$ cat src/rtl/panel_pkg.sv
// Shared switch indices and default timing constants for the
// front-panel switch conditioner.
package panel_pkg;

    localparam int SW_CLEAR = 0;
    localparam int SW_RUN   = 1;
    localparam int SW_HALT  = 2;
    localparam int SW_STEPM = 3;
    localparam int SW_STEPI = 4;
    localparam int NUM_SW   = 5;

    localparam logic [15:0] DEF_DEBOUNCE_CYCLES = 16'd50000;
    localparam int          DEF_CLEAR_LEN       = 32;
    localparam logic [23:0] DEF_REPEAT_DELAY    = 24'd6000000;
    localparam logic [23:0] DEF_REPEAT_PERIOD   = 24'd1000000;

endpackage

$ cat src/rtl/switch_debounce.sv
// One panel switch: 2-FF sync, debounce counter, stable level, press strobe.
// Ports: clk, rst (sync, high), btn_n (raw, active-low), held (stable level), press (1-cycle strobe).
module switch_debounce #(
    parameter logic [15:0] DEBOUNCE_CYCLES = 16'd50000
) (
    input  logic clk,
    input  logic rst,
    input  logic btn_n,
    output logic held,
    output logic press
);

    localparam int CW = (DEBOUNCE_CYCLES > 16'd2) ?
                        $clog2(DEBOUNCE_CYCLES) : 1;
    localparam logic [CW-1:0] LAST = CW'(DEBOUNCE_CYCLES - 16'd1);

    logic          s1;
    logic          s2;
    logic          stable;
    logic          prev;
    logic [CW-1:0] cnt;

    always_ff @(posedge clk) begin
        if (rst) begin
            s1     <= 1'b0;
            s2     <= 1'b0;
            stable <= 1'b0;
            prev   <= 1'b0;
            cnt    <= '0;
            press  <= 1'b0;
        end else begin
            s1    <= ~btn_n;
            s2    <= s1;
            prev  <= stable;
            // strobe lags the stable edge by one cycle
            press <= stable & ~prev;
            if (s2 == stable) begin
                cnt <= '0;
            end else if (cnt >= LAST) begin
                stable <= s2;
                cnt    <= '0;
            end else begin
                cnt <= cnt + 1'b1;
            end
        end
    end

    assign held = stable;

endmodule

$ cat src/rtl/panel_switch_conditioner.sv
// Front-panel switch conditioner: debounced single-cycle CPU switch pulses and stretched CLEAR.
// Ports: SYSCLK, RESET (sync, high), btn_n[4:0], sw_CLEAR/RUN/HALT/STEPM/STEPI, sw_held[4:0].
// Optional macro PANEL_AUTOREPEAT_EN adds auto-repeat on STEPM/STEPI.
module panel_switch_conditioner
    import panel_pkg::*;
#(
    parameter logic [15:0] DEBOUNCE_CYCLES = DEF_DEBOUNCE_CYCLES,
    parameter int          CLEAR_LEN       = DEF_CLEAR_LEN,
    parameter logic [23:0] REPEAT_DELAY    = DEF_REPEAT_DELAY,
    parameter logic [23:0] REPEAT_PERIOD   = DEF_REPEAT_PERIOD
) (
    input  logic              SYSCLK,
    input  logic              RESET,
    input  logic [NUM_SW-1:0] btn_n,
    output logic              sw_CLEAR,
    output logic              sw_RUN,
    output logic              sw_HALT,
    output logic              sw_STEPM,
    output logic              sw_STEPI,
    output logic [NUM_SW-1:0] sw_held
);

    localparam int CLW = $clog2(CLEAR_LEN + 1);

    logic [NUM_SW-1:0] held;
    logic [NUM_SW-1:0] press;
    logic [1:0]        rep_fire;
    logic [CLW-1:0]    clr_cnt;
    logic              clr_next;

    for (genvar i = 0; i < NUM_SW; i++) begin : g_sw
        switch_debounce #(
            .DEBOUNCE_CYCLES(DEBOUNCE_CYCLES)
        ) u_deb (
            .clk  (SYSCLK),
            .rst  (RESET),
            .btn_n(btn_n[i]),
            .held (held[i]),
            .press(press[i])
        );
    end

`ifdef PANEL_AUTOREPEAT_EN
    // rcnt counts cycles since the last STEP pulse; first marks the initial delay
    logic [23:0] rcnt [2];
    logic [1:0]  first;

    always_comb begin
        rep_fire = '0;
        for (int j = 0; j < 2; j++) begin
            rep_fire[j] = held[SW_STEPM+j] & ~press[SW_STEPM+j] &
                          (rcnt[j] == (first[j] ? REPEAT_DELAY - 24'd1
                                                : REPEAT_PERIOD - 24'd1));
        end
    end

    always_ff @(posedge SYSCLK) begin
        if (RESET) begin
            rcnt[0] <= '0;
            rcnt[1] <= '0;
            first   <= 2'b11;
        end else begin
            for (int j = 0; j < 2; j++) begin
                if (press[SW_STEPM+j] || !held[SW_STEPM+j]) begin
                    rcnt[j]  <= '0;
                    first[j] <= 1'b1;
                end else if (rep_fire[j]) begin
                    rcnt[j]  <= '0;
                    first[j] <= 1'b0;
                end else if (rcnt[j] != '1) begin
                    rcnt[j] <= rcnt[j] + 24'd1;
                end
            end
        end
    end
`else
    assign rep_fire = 2'b00;
`endif

    // CLEAR level for the cycle being registered; gates all other pulses
    assign clr_next = press[SW_CLEAR] | (clr_cnt > CLW'(1));

    always_ff @(posedge SYSCLK) begin
        if (RESET) begin
            clr_cnt  <= '0;
            sw_CLEAR <= 1'b0;
            sw_RUN   <= 1'b0;
            sw_HALT  <= 1'b0;
            sw_STEPM <= 1'b0;
            sw_STEPI <= 1'b0;
        end else begin
            if (press[SW_CLEAR]) begin
                clr_cnt <= CLW'(CLEAR_LEN);
            end else if (clr_cnt != '0) begin
                clr_cnt <= clr_cnt - 1'b1;
            end
            sw_CLEAR <= clr_next;
            sw_HALT  <= press[SW_HALT] & ~clr_next;
            sw_RUN   <= press[SW_RUN] & ~press[SW_HALT] & ~clr_next;
            sw_STEPM <= (press[SW_STEPM] | rep_fire[0]) & ~clr_next;
            sw_STEPI <= (press[SW_STEPI] | rep_fire[1]) & ~clr_next;
        end
    end

    assign sw_held = held;

endmodule

$ cat config.mk
export PLATFORM = sky130hd
export DESIGN_NAME = panel_switch_conditioner
export DESIGN_NICKNAME = d
export VERILOG_FILES = /design/src/rtl/panel_pkg.sv /design/src/rtl/switch_debounce.sv /design/src/rtl/panel_switch_conditioner.sv
export SDC_FILE = /design/constraint.sdc
export NUM_CORES = 1
export LEC_CHECK = 0
export BUFFER_PORTS_ARGS = -buffer_cell sky130_fd_sc_hd__buf_4
export CORE_UTILIZATION = 45
export CTS_BUF_LIST = sky130_fd_sc_hd__clkbuf_8
export DETAILED_ROUTE_END_ITERATION = 6
export PLACE_DENSITY = 0.74
export SLEW_MARGIN = 20
export SYNTH_ARGS = -nofsm -noshare
export SYNTH_HDL_FRONTEND = slang
export SYNTH_SLANG_ARGS = --single-unit
$ cat constraint.sdc
create_clock -name SYSCLK -period 1.61 [get_ports SYSCLK]
set_clock_uncertainty 0.05 [all_clocks]
set_input_delay 0 -clock SYSCLK [delete_from_list [all_inputs] [get_ports SYSCLK]]
set_output_delay 0 -clock SYSCLK [all_outputs]
set_load 0.005 [all_outputs]
==> metrics.md, run 1 <==
| Metric | Value |
|---|---|
| Root buffer cell | clkbuf_8 |
| Hpwl dp | 6090 um |
| Final #Nets | 620 |
| Highest clock rate | 0.604 GHz |
| Via density per instance | 5.03 |
| Die H | 105 um |
| ANT nets after route | 0 |
| Die width | 105 um |
| Avg WL per Cell | 12.5 um |
| Critical Path, Cell by Cell | ha_4, nand3_4, a211o_1, a31oi_4, buf_12, nor2_2 |
| First-pass GRT wire length | 15200 um |
| Initial antenna violation count | 0 |
| Relative slew slack | 73.4% |
| Synth async-reset ratio | 0% |
| Worst path slowest cell | dfxtp_4 |
| PD cells | 1000 mW/mm^2 |
| Residual DRC count | 0 |
| Share of layout cells above drive strength 1 | 26.3% |
| Vias after detailed routing | 3784 |
| Vias in the first global route | 3531 |
| Initial Utilization | 46.3% |
| GP Congestion | 0.794 |
| Biggest area consumer among synthesized cells | dfxtp_1 |
| Pin count of the biggest net entering global routing | 35 |
| HP Class | reg2reg |
| CTS tree | yes |
| Critical path's top delay family | compound AO/OA/AOI/OAI gates |
| Clk sink count | 116 |
| Worst Path Buf+Inv | 1 |
| Post-synthesis sequential area ratio | 48.8% |
| I/O pins | 17 |
| H-tree Lvls | 4 |
| WP data arrival | 1.92 ns |
| CTS Buf Count | 17 |
| Post-synth top cells | nor2_1 (120), dfxtp_1 (116), xnor2_1 (48) |
| Clock power share | 41.3% |
| Cells after Synth | 525 |
| Synthesized Nets | 540 |
| Critical path type | reg2reg |
| Final Instance Area | 0.00625 sq mm |
| Worst-Skew Late Latency | 0.42 ns |
| Overall routed net length | 9400 um |
| Dpl cells | 699 |
| Setup TNS | -0.587 ns |
| Clock transition at the registers of the reported paths | 0.07 ns |
| Avg Cell Area, Syn | 9.07 sq um |
| 1st-iter DRT viols | 153 |
| Synthesized area | 0.00476 sq mm |
| Gr usage total | 17.2% |
| Endpoint class of the critical path | flop |
| Yosys cell types | 40 |
| CP max stage delay | 0.37 ns |
| Port Buffers | 16 |
| Gate power share | 10.1% |
| Rows | 37 |
| Worst-Margin Slew | 0.397 ns |
| Fin. max-slew vios | 0 |
| Sw Ratio | 24.3% |
| Top-count cell post-synth | nor2_1 |
| Tcrit/Tclk final | 103% |
| Minimum clock period | 1.66 ns |
| Startpoint Class | flop |
| Max-cap viol count | 0 |
| RSZ-0062 raised after global routing | yes |
| Synthesis-to-layout area growth | 31.2% |
| Synth area leaders | dfxtp_1 (49%), nor2_1 (9.5%), xnor2_1 (8.8%) |
| Top-area cell type share of the netlist area | 48.8% |
| Final hold vios | 0 |
| 1st-pass router iterations | 4 |
| Die area | 0.0110 sq mm |
| CTS max path bufs | 2 |
| Primary FF master, synth | dfxtp_1 |
| EDFF count, synth | 0 |
| NetSw | 1.52 mW |
| Internal power | 4.75 mW |
| Post-route worst setup slack | -0.0465 ns |
| Worst vdd ir | 0.677 mV |
| CP Max Fanout | 8 |
| Synth warn | 0 |
| Seq pwr share | 48.7% |
| Placed Area | 0.00535 sq mm |
| Total grt overflow | 0 |
| Status | finished with violations |
| Final setup vio count | 25 |
| Leakage | 2.15 nW |
| Core area | 0.0103 sq mm |
| Ant. Diodes | 0 |
| Fin cells | 753 |
| Failing checks | negative setup slack |
| FF+latch count, synth | 116 |
| WP data required | 1.87 ns |
-- worst paths after layout --
kind / start / cells after the start / slack (ns) / to
max reg2reg: g_sw[1].u_deb.cnt[1]$_SDFF_PP0_ / 6 / -0.05 / g_sw[1].u_deb.cnt[7]$_SDFF_PP0_
min reg2reg: g_sw[0].u_deb.prev$_SDFF_PP0_ / 1 / 0.33 / g_sw[0].u_deb.press$_SDFF_PP0_
max: g_sw[1].u_deb.cnt[1]$_SDFF_PP0_ / 6 / -0.05 / g_sw[1].u_deb.cnt[7]$_SDFF_PP0_
min: g_sw[0].u_deb.prev$_SDFF_PP0_ / 1 / 0.33 / g_sw[0].u_deb.press$_SDFF_PP0_
-- layout by cell type (no fill, tap or decap), drive strengths merged, types with 5 or more instances in the layout --
cell type	count
nor4	12
nor2b	6
nand2	20
dlygate4sd3	11
and3	5
nor2	120
dfxtp	116
inv	23
nand4	21
mux2i	5
clkbuf	22
xnor2	48
nand3	22
nor3	21
a21oi	7
clkinv	5
and4	8
ha	8
buf	63
nand2b	9
xor2	24
-- flip-flops by register name, summed over array words and instances, names as in the netlist --
| register | cells |
|---|---|
| sw_RUN | 1 |
| sw_STEPI | 1 |
| sw_HALT | 1 |
| g_sw.u_deb.prev | 5 |
| sw_CLEAR | 1 |
| g_sw.u_deb.cnt | 80 |
| clr_cnt | 6 |
| g_sw.u_deb.held | 5 |
| sw_STEPM | 1 |
| g_sw.u_deb.s1 | 5 |
| g_sw.u_deb.s2 | 5 |
| g_sw.u_deb.press | 5 |
-- logic make-up (layout without fill, tap and decap cells) --
group	count (synthesis)	count (layout)	share of synthesized area, %
mux	5	5	1.05
compound gates	26	26	4.18
fa+ha+maj	8	8	2.10
buf+inv	36	128	3.76
simple gates	262	262	26.9
flops	116	116	48.8
xor+xnor	72	72	13.2
-- per-layer routing --
metal	global-route usage, %	up-vias	wire, um
li1	-	1931	-
met1	19.9	1773	4210
met2	29.6	66	4710
met3	4.49	14	315
met4	8.05	0	161
met5	0	-	0
-- layout make-up --
class | instances | area (sq um)
multi-input combinational | 373 | 2580
fill | 851 | 4030
clock buffer | 20 | 275
inverter | 21 | 78.8
timing repair buffer | 76 | 689
sequential | 116 | 2340
tap | 136 | 170
clock inverter | 11 | 111
-- metrics by stage --
stage	utilization [%]	setup slack, ns	total power [mW]	hold slack, ns
3_5_place_dp	52.1	-0.0340	3.67	0.104
3_3_place_gp	52.1	0.0364	3.66	0.103
2_1_floorplan	-	0.000126	3.52	0.0167
6_report	60.8	-0.0465	6.27	0.329
4_1_cts	57.2	0.00297	6.29	0.333
5_1_grt	60.8	-0.0804	6.57	0.355
-- power groups by stage --
stage                     clock network [mW]  registers (mW)  logic, mW
final                                   2.59            3.05      0.632
after global routing                    2.79            3.06      0.722
after CTS                               2.65            3.05      0.591
after detailed placement                   0            3.11      0.562
after global placement                     0            3.11      0.555
after floorplan                            0            3.10      0.414
-- what timing repair did --
item,in CTS,in global routing
hold buffers,11,0
setup endpoints to repair,36,73
cloned,0,3
resized for setup,7,64
pin swaps,0,20
buffers inserted,0,9
hold endpoints to repair,14,0
Power figures use the tool's default switching activity.
==> run 2, diff against run 1 <==
--- a/config.mk
+++ b/config.mk
@@ -5,6 +5,7 @@
 export SDC_FILE = /design/constraint.sdc
 export NUM_CORES = 1
 export LEC_CHECK = 0
+export ABC_AREA = 1
 export BUFFER_PORTS_ARGS = -buffer_cell sky130_fd_sc_hd__buf_4
 export CORE_UTILIZATION = 45
 export CTS_BUF_LIST = sky130_fd_sc_hd__clkbuf_8
==> run 2 against run 1 <==
Against the previous run: the run ends with design-rule violations left; global-route usage down 0.48 points; sequential share of layout area down 0.30 points; sequential power about the same; core utilization down 6.7 points; largest cell class unchanged.
==> metrics.md, run 2 <==
| Metric | Value |
|---|---|
| NetSw | 1.54 mW |
| Synthesized area | 0.00541 sq mm |
| Total grt overflow | 0 |
| Startpoint Class | flop |
| Final Util | 54.1% |
| Via density per instance | 4.66 |
| Hpwl dp | 6390 um |
| Share of layout cells above drive strength 1 | 15.6% |
| H-tree Lvls | 4 |
| Fin. max-slew vios | 0 |
| I/O pins | 17 |
| Port Buffers | 16 |
| Final setup vio count | 0 |
| WP data arrival | 1.80 ns |
| WHS Endpoint | g_sw[2].u_deb.press$_SDFF_PP0_ |
| Pin count of the biggest net entering global routing | 29 |
| CTS tree | yes |
| Most common cell after layout, fill and taps aside | nor2_1 |
| Clk sink count | 116 |
| Worst-Skew Late Latency | 0.43 ns |
| Final Instance Area | 0.00625 sq mm |
| First-pass GRT wire length | 16800 um |
| Met2 Use GR | 27.9% |
| Worst vdd ir | 0.888 mV |
| FF+latch count, synth | 116 |
| Initial antenna violation count | 0 |
| Internal power | 4.97 mW |
| Die width | 112 um |
| Hold path startpoint | g_sw[2].u_deb.prev$_SDFF_PP0_ |
| Root buffer cell | clkbuf_8 |
| Synthesized Nets | 709 |
| 1st-pass router iterations | 6 |
| Clock transition at the registers of the reported paths | 0.07 ns |
| Dpl cells | 841 |
| Placed Area | 0.00560 sq mm |
| Highest clock rate | 0.678 GHz |
| Largest Register | g_sw.u_deb.cnt |
| Avg Cell Area, Syn | 7.80 sq um |
| Residual DRC count | 1 |
| Sw Ratio | 23.6% |
| Leakage | 2.31 nW |
| Yosys cell types | 32 |
| Critical path type | reg2reg |
| Tcrit/Tclk final | 91.6% |
| Synth warn | 0 |
| Final hold slack | 0.343 ns |
| Ant. Diodes | 0 |
| GP Congestion | 0.808 |
| Avg WL per Cell | 10.6 um |
| Seq pwr share | 46.6% |
| Core area | 0.0116 sq mm |
| Top-area cell type share of the netlist area | 42.9% |
| CP Max Fanout | 10 |
| Rows | 39 |
| CTS Buf Count | 17 |
| Endpoint class of the critical path | flop |
| Met1 Usage GRT | 19.8% |
| RR Startpoint | g_sw[3].u_deb.cnt[0]$_SDFF_PP0_ |
| Synth async-reset ratio | 0% |
| Top Registers | g_sw.u_deb.cnt: 80 flops, clr_cnt: 6 flops |
| 1st-iter DRT viols | 176 |
| Final hold vios | 0 |
| Final #Nets | 752 |
| Primary FF master, synth | dfxtp_1 |
| RR Endpoint | g_sw[3].u_deb.cnt[13]$_SDFF_PP0_ |
| Cells after Synth | 694 |
| Worst-Margin Slew | 0.346 ns |
| Layer with the highest usage | met2 |
| Top-count cell post-synth | nor2_1 |
| Most frequent cells in the layout | nor2_1 (138), nand2_1 (128), dfxtp_1 (116), inv_1 (81), nand3_1 (43) |
| Gate power share | 8.4% |
| Synth area leaders | dfxtp_1 (43%), nor2_1 (9.6%), nand2_1 (8.9%) |
| Biggest area consumer among synthesized cells | dfxtp_1 |
| Vias in the first global route | 3993 |
| Relative slew slack | 76.8% |
| Clock power share | 45.0% |
| Post-synth top cells | nor2_1 (138), nand2_1 (128), dfxtp_1 (116) |
| Reg2Reg Setup Slack | 0.14 ns |
| HP Class | reg2reg |
| Failing checks | design-rule violations |
| PD cells | 1040 mW/mm^2 |
| M3 GR Usage | 4.79% |
| ANT nets after route | 0 |
| Max FFs per register | 80 |
| Initial Utilization | 46.8% |
| EDFF count, synth | 0 |
| Synthesis-to-layout area growth | 15.5% |
| Minimum clock period | 1.47 ns |
| Die area | 0.0125 sq mm |
| Post-synthesis sequential area ratio | 42.9% |
| CTS max path bufs | 2 |
| Gr usage total | 16.7% |
| Hold path depth | 1 |
| Overall routed net length | 9470 um |
| Fin cells | 893 |
| WP data required | 1.93 ns |
| Status | finished with violations |
| Worst r2r path cells | 9 |
| RSZ-0062 raised after global routing | no |
| Vias after detailed routing | 4165 |
| Max-cap viol count | 0 |
| Die H | 112 um |
| Setup TNS | 0 ns |
-- run 2: cell types whose count changed in the layout (fill, tap and decap cells not counted), sizes merged, moves of 11 or more --
cell	change
nand2	+112
buf	-36
nor4	-11
inv	+62
nand3	+27
xnor2	-30
nor2	+53
-- run 2: routing by layer --
layer / vias up / share of wire, %
li1: 2253 / -
met5: - / 0
met1: 1851 / 48
met3: 8 / 2.9
met4: 0 / 1.1
met2: 53 / 48
-- run 2: kinds of logic after synthesis --
group                      Yosys count  synth area share [%]
AOI/OAI and AO/OA                   20                  2.08
buffers and inverters               98                  8.23
DFF                                116                  42.9
adders and majority gates            8                  1.85
and+or+nand+nor                    403                  37.0
xor gates and xnor gates            49                  7.93
-- run 2: power groups by stage --
stage / combinational [mW] / sequential (mW) / clock [mW]
2_1_floorplan: 0.408 / 3.08 / 0
3_3_place_gp: 0.498 / 3.09 / 0
3_5_place_dp: 0.506 / 3.09 / 0
4_1_cts: 0.541 / 3.03 / 2.98
5_1_grt: 0.642 / 3.04 / 3.12
6_report: 0.548 / 3.03 / 2.93
-- run 2: per-stage QoR --
| stage | power [mW] | worst slack, ns |
|---|---|---|
| 3_3_place_gp | 3.59 | -0.00461 |
| 4_1_cts | 6.55 | 0.0170 |
| 6_report | 6.51 | 0.136 |
| 3_5_place_dp | 3.60 | -0.0614 |
| 5_1_grt | 6.80 | 0.0164 |
| 2_1_floorplan | 3.49 | 0.236 |
-- run 2: worst max-delay path by stage --
stage	start	cells after the start	to	slack (ns)
floorplan	g_sw[3].u_deb.cnt[0]$_SDFF_PP0_	9	g_sw[3].u_deb.cnt[7]$_SDFF_PP0_	0.24
global placement	g_sw[3].u_deb.cnt[0]$_SDFF_PP0_	8	g_sw[3].u_deb.cnt[10]$_SDFF_PP0_	-0.005
detailed placement	g_sw[3].u_deb.cnt[0]$_SDFF_PP0_	8	g_sw[3].u_deb.cnt[9]$_SDFF_PP0_	-0.06
CTS	g_sw[2].u_deb.cnt[0]$_SDFF_PP0_	6	g_sw[2].u_deb.cnt[3]$_SDFF_PP0_	0.02
global route	g_sw[3].u_deb.cnt[0]$_SDFF_PP0_	9	g_sw[3].u_deb.cnt[13]$_SDFF_PP0_	0.02
finish	g_sw[3].u_deb.cnt[0]$_SDFF_PP0_	9	g_sw[3].u_deb.cnt[13]$_SDFF_PP0_	0.14
-- run 2: timing repair --
action                                  CTS  global route
pin swaps                                 0             0
hold endpoints to repair                 23             0
buffers inserted                          2             7
endpoints found under the setup margin   16            21
resized for setup                         0             1
hold buffers                             11             0
cloned                                    0             0
-- run 2: final cells by class --
type / instances / area (sq um)
Fill cell: 1052 / 5310
Tap cell: 143 / 179
Multi-Input combinational cell: 480 / 2650
Clock buffer: 20 / 275
Sequential cell: 116 / 2320
Inverter: 84 / 315
Clock inverter: 12 / 160
Timing Repair Buffer: 38 / 350
-- run 2: worst max-delay path: stages (launching register included) --
cell and delay, ns:
dfxtp_1 0.34, ha_1 0.24, nand2_2 0.08, inv_2 0.04
nand2_1 0.08, nand2_1 0.07, nand2_2 0.11, nand4_4 0.12
buf_12 0.19, nor2_1 0.09
==> run 3, diff against run 2 <==
--- a/config.mk
+++ b/config.mk
@@ -5,8 +5,9 @@
 export SDC_FILE = /design/constraint.sdc
 export NUM_CORES = 1
 export LEC_CHECK = 0
-export ABC_AREA = 1
+export ABC_AREA = 0
 export BUFFER_PORTS_ARGS = -buffer_cell sky130_fd_sc_hd__buf_4
+export CORE_MARGIN = 10
 export CORE_UTILIZATION = 45
 export CTS_BUF_LIST = sky130_fd_sc_hd__clkbuf_8
 export DETAILED_ROUTE_END_ITERATION = 6
==> run 3 against run 2 <==
Against the previous run: total power up 1.5%; largest power group unchanged; critical path depth down 3; hold slack worse by 0.0074 ns; clock power about the same; routed wire length up 3.3%; the flow finishes with violations (negative setup slack); final cell count down 16%; non-clock buffer count up 38; core utilization up 7.1 points; critical endpoint is now g_sw[0].u_deb.cnt[2]$_SDFF_PP0_; highest routed layer unchanged; combinational power up 18%.
==> metrics.md, run 3 (synthesis gave the netlist of run 1 again) <==
| Metric | Value |
|---|---|
| Status | finished with violations |
| Failing checks | negative setup slack |
| CTS tree | yes |
| WP data required | 1.87 ns |
| H-tree Lvls | 4 |
| Final #Nets | 620 |
| Die area | 0.0151 sq mm |
| CTS max path bufs | 2 |
| Minimum clock period | 1.63 ns |
| Die width | 123 um |
| Clock power share | 43.9% |
| Initial antenna violation count | 0 |
| CP max stage delay | 0.36 ns |
| Initial Utilization | 46.1% |
| Final Util | 61.1% |
| Ant. Diodes | 0 |
| Sw Ratio | 23.1% |
| Startpoint Class | flop |
| Internal power | 5.07 mW |
| HP Class | reg2reg |
| NetSw | 1.53 mW |
| Residual DRC count | 0 |
| Die H | 123 um |
| Leakage | 2.19 nW |
| CP Max Fanout | 8 |
| Share of layout cells above drive strength 1 | 26.7% |
| Pin count of the biggest net entering global routing | 35 |
| Top Registers | g_sw.u_deb.cnt: 80 flops, clr_cnt: 6 flops |
| 1st-pass router iterations | 4 |
| Setup TNS | -0.106 ns |
| Relative slew slack | 73.6% |
| Critical path's top delay family | compound AO/OA/AOI/OAI gates |
| Synthesis-to-layout area growth | 32.6% |
| Design Power | 6.60 mW |
| Fin. max-slew vios | 0 |
| Worst Path Buf+Inv | 1 |
| Via density per instance | 5.01 |
| Largest Register | g_sw.u_deb.cnt |
| Final setup vio count | 20 |
| 1st-iter DRT viols | 158 |
| Rows | 37 |
| CTS Buf Count | 17 |
| Total grt overflow | 0 |
| Vias after detailed routing | 3781 |
| Dpl cells | 696 |
| PD cells | 1050 mW/mm^2 |
| Post-route worst setup slack | -0.0154 ns |
| Highest clock rate | 0.615 GHz |
| Vias in the first global route | 3622 |
| Worst path slowest cell | dfxtp_4 |
| Gr usage total | 12.8% |
| Worst vdd ir | 0.535 mV |
| Critical path type | reg2reg |
| Hpwl dp | 6160 um |
| Worst-Margin Slew | 0.396 ns |
| Max FFs per register | 80 |
| First-pass GRT wire length | 15900 um |
| Fin cells | 754 |
| Port Buffers | 16 |
| Overall routed net length | 9780 um |
| Most frequent cells in the layout | dfxtp_1 (105), nor2_1 (95), buf_4 (58), xnor2_1 (48) |
| Most common cell after layout, fill and taps aside | dfxtp_1 |
| WP data arrival | 1.88 ns |
| Worst-Skew Late Latency | 0.41 ns |
| Clk sink count | 116 |
| Seq pwr share | 46.3% |
| RSZ-0062 raised after global routing | yes |
| Core area | 0.0103 sq mm |
| I/O pins | 17 |
| Clock transition at the registers of the reported paths | 0.07 ns |
| Gate power share | 9.8% |
| Final Instance Area | 0.00631 sq mm |
| Max-cap viol count | 0 |
| Root buffer cell | clkbuf_8 |
| Avg WL per Cell | 13.0 um |
| Placed Area | 0.00533 sq mm |
| Endpoint class of the critical path | flop |
| Critical Path, Cell by Cell | ha_4, nand3_4, a211o_1, a31oi_4, clkbuf_16, nor2_2 |
| Final hold vios | 0 |
| ANT nets after route | 0 |
| Layout fillers | 817 |
| GP Congestion | 0.878 |
| Tcrit/Tclk final | 101% |
-- run 3: changes by cell type in the layout (fill, tap and decap cells not counted), moves of 9 or more --
cell,change
nor2_1,-43
xnor2_1,+30
nand3_1,-25
nand2_1,-109
dfxtp_1,-11
buf_4,+34
nor2_4,-9
nand2b_1,+9
inv_1,-57
-- run 3: worst reg2reg max path, cell delays in order (launching register included) --
cell	delay [ns]
dfxtp_4	0.36
ha_4	0.14
nand3_4	0.08
a211o_1	0.35
a31oi_4	0.27
clkbuf_16	0.21
nor2_2	0.04
-- run 3: final cells by class --
type	instances	area (sq um)	share of cell area [%]
flip-flops and latches	116	2340	37.1
well taps	136	170	2.70
multi-input cells	373	2610	41.3
inverters	21	78.8	1.25
clock buffers	20	275	4.36
repair buffers	76	678	10.7
clock inverters	12	161	2.56
-- run 3: final timing paths --
path              slack, ns                         endpoint  cells past startpoint                            start
hold reg to reg        0.34   g_sw[3].u_deb.press$_SDFF_PP0_                      1    g_sw[3].u_deb.prev$_SDFF_PP0_
setup / recovery      -0.02  g_sw[0].u_deb.cnt[2]$_SDFF_PP0_                      6  g_sw[0].u_deb.cnt[1]$_SDFF_PP0_
hold / removal         0.34   g_sw[3].u_deb.press$_SDFF_PP0_                      1    g_sw[3].u_deb.prev$_SDFF_PP0_
setup reg to reg      -0.02  g_sw[0].u_deb.cnt[2]$_SDFF_PP0_                      6  g_sw[0].u_deb.cnt[1]$_SDFF_PP0_
-- run 3: per-layer routing --
| layer | wire length [um] | vias up | part of all wire [%] | global-route usage [%] |
|---|---|---|---|---|
| met5 | 0 | - | 0 | 0 |
| met4 | 99 | 0 | 1.0 | 6.04 |
| met3 | 309 | 8 | 3.2 | 3.58 |
| met2 | 5030 | 52 | 51 | 21.4 |
| met1 | 4350 | 1793 | 44 | 14.8 |
| li1 | - | 1928 | - | - |
-- run 3: timing repair --
item,in CTS,in global routing
endpoints found under the hold margin,14,0
pin swaps,0,28
cloned,0,2
endpoints found under the setup margin,15,63
setup buffers,0,13
hold buffers,11,0
resized for setup,12,64
-- run 3: power groups by stage --
stage | clock (mW) | combinational (mW) | sequential, mW
floorplan | 0 | 0.414 | 3.10
global placement | 0 | 0.552 | 3.10
detailed placement | 0 | 0.572 | 3.11
CTS | 2.96 | 0.598 | 3.05
global route | 3.10 | 0.722 | 3.07
finish | 2.90 | 0.649 | 3.06
-- run 3: through the flow --
| step | hold slack [ns] | worst slack (ns) |
|---|---|---|
| after floorplan | 0.0167 | 0.000126 |
| after global placement | 0.105 | 0.0401 |
| after detailed placement | 0.105 | -0.0189 |
| after CTS | 0.338 | 0.00789 |
| after global routing | 0.351 | -0.0638 |
| final | 0.336 | -0.0154 |
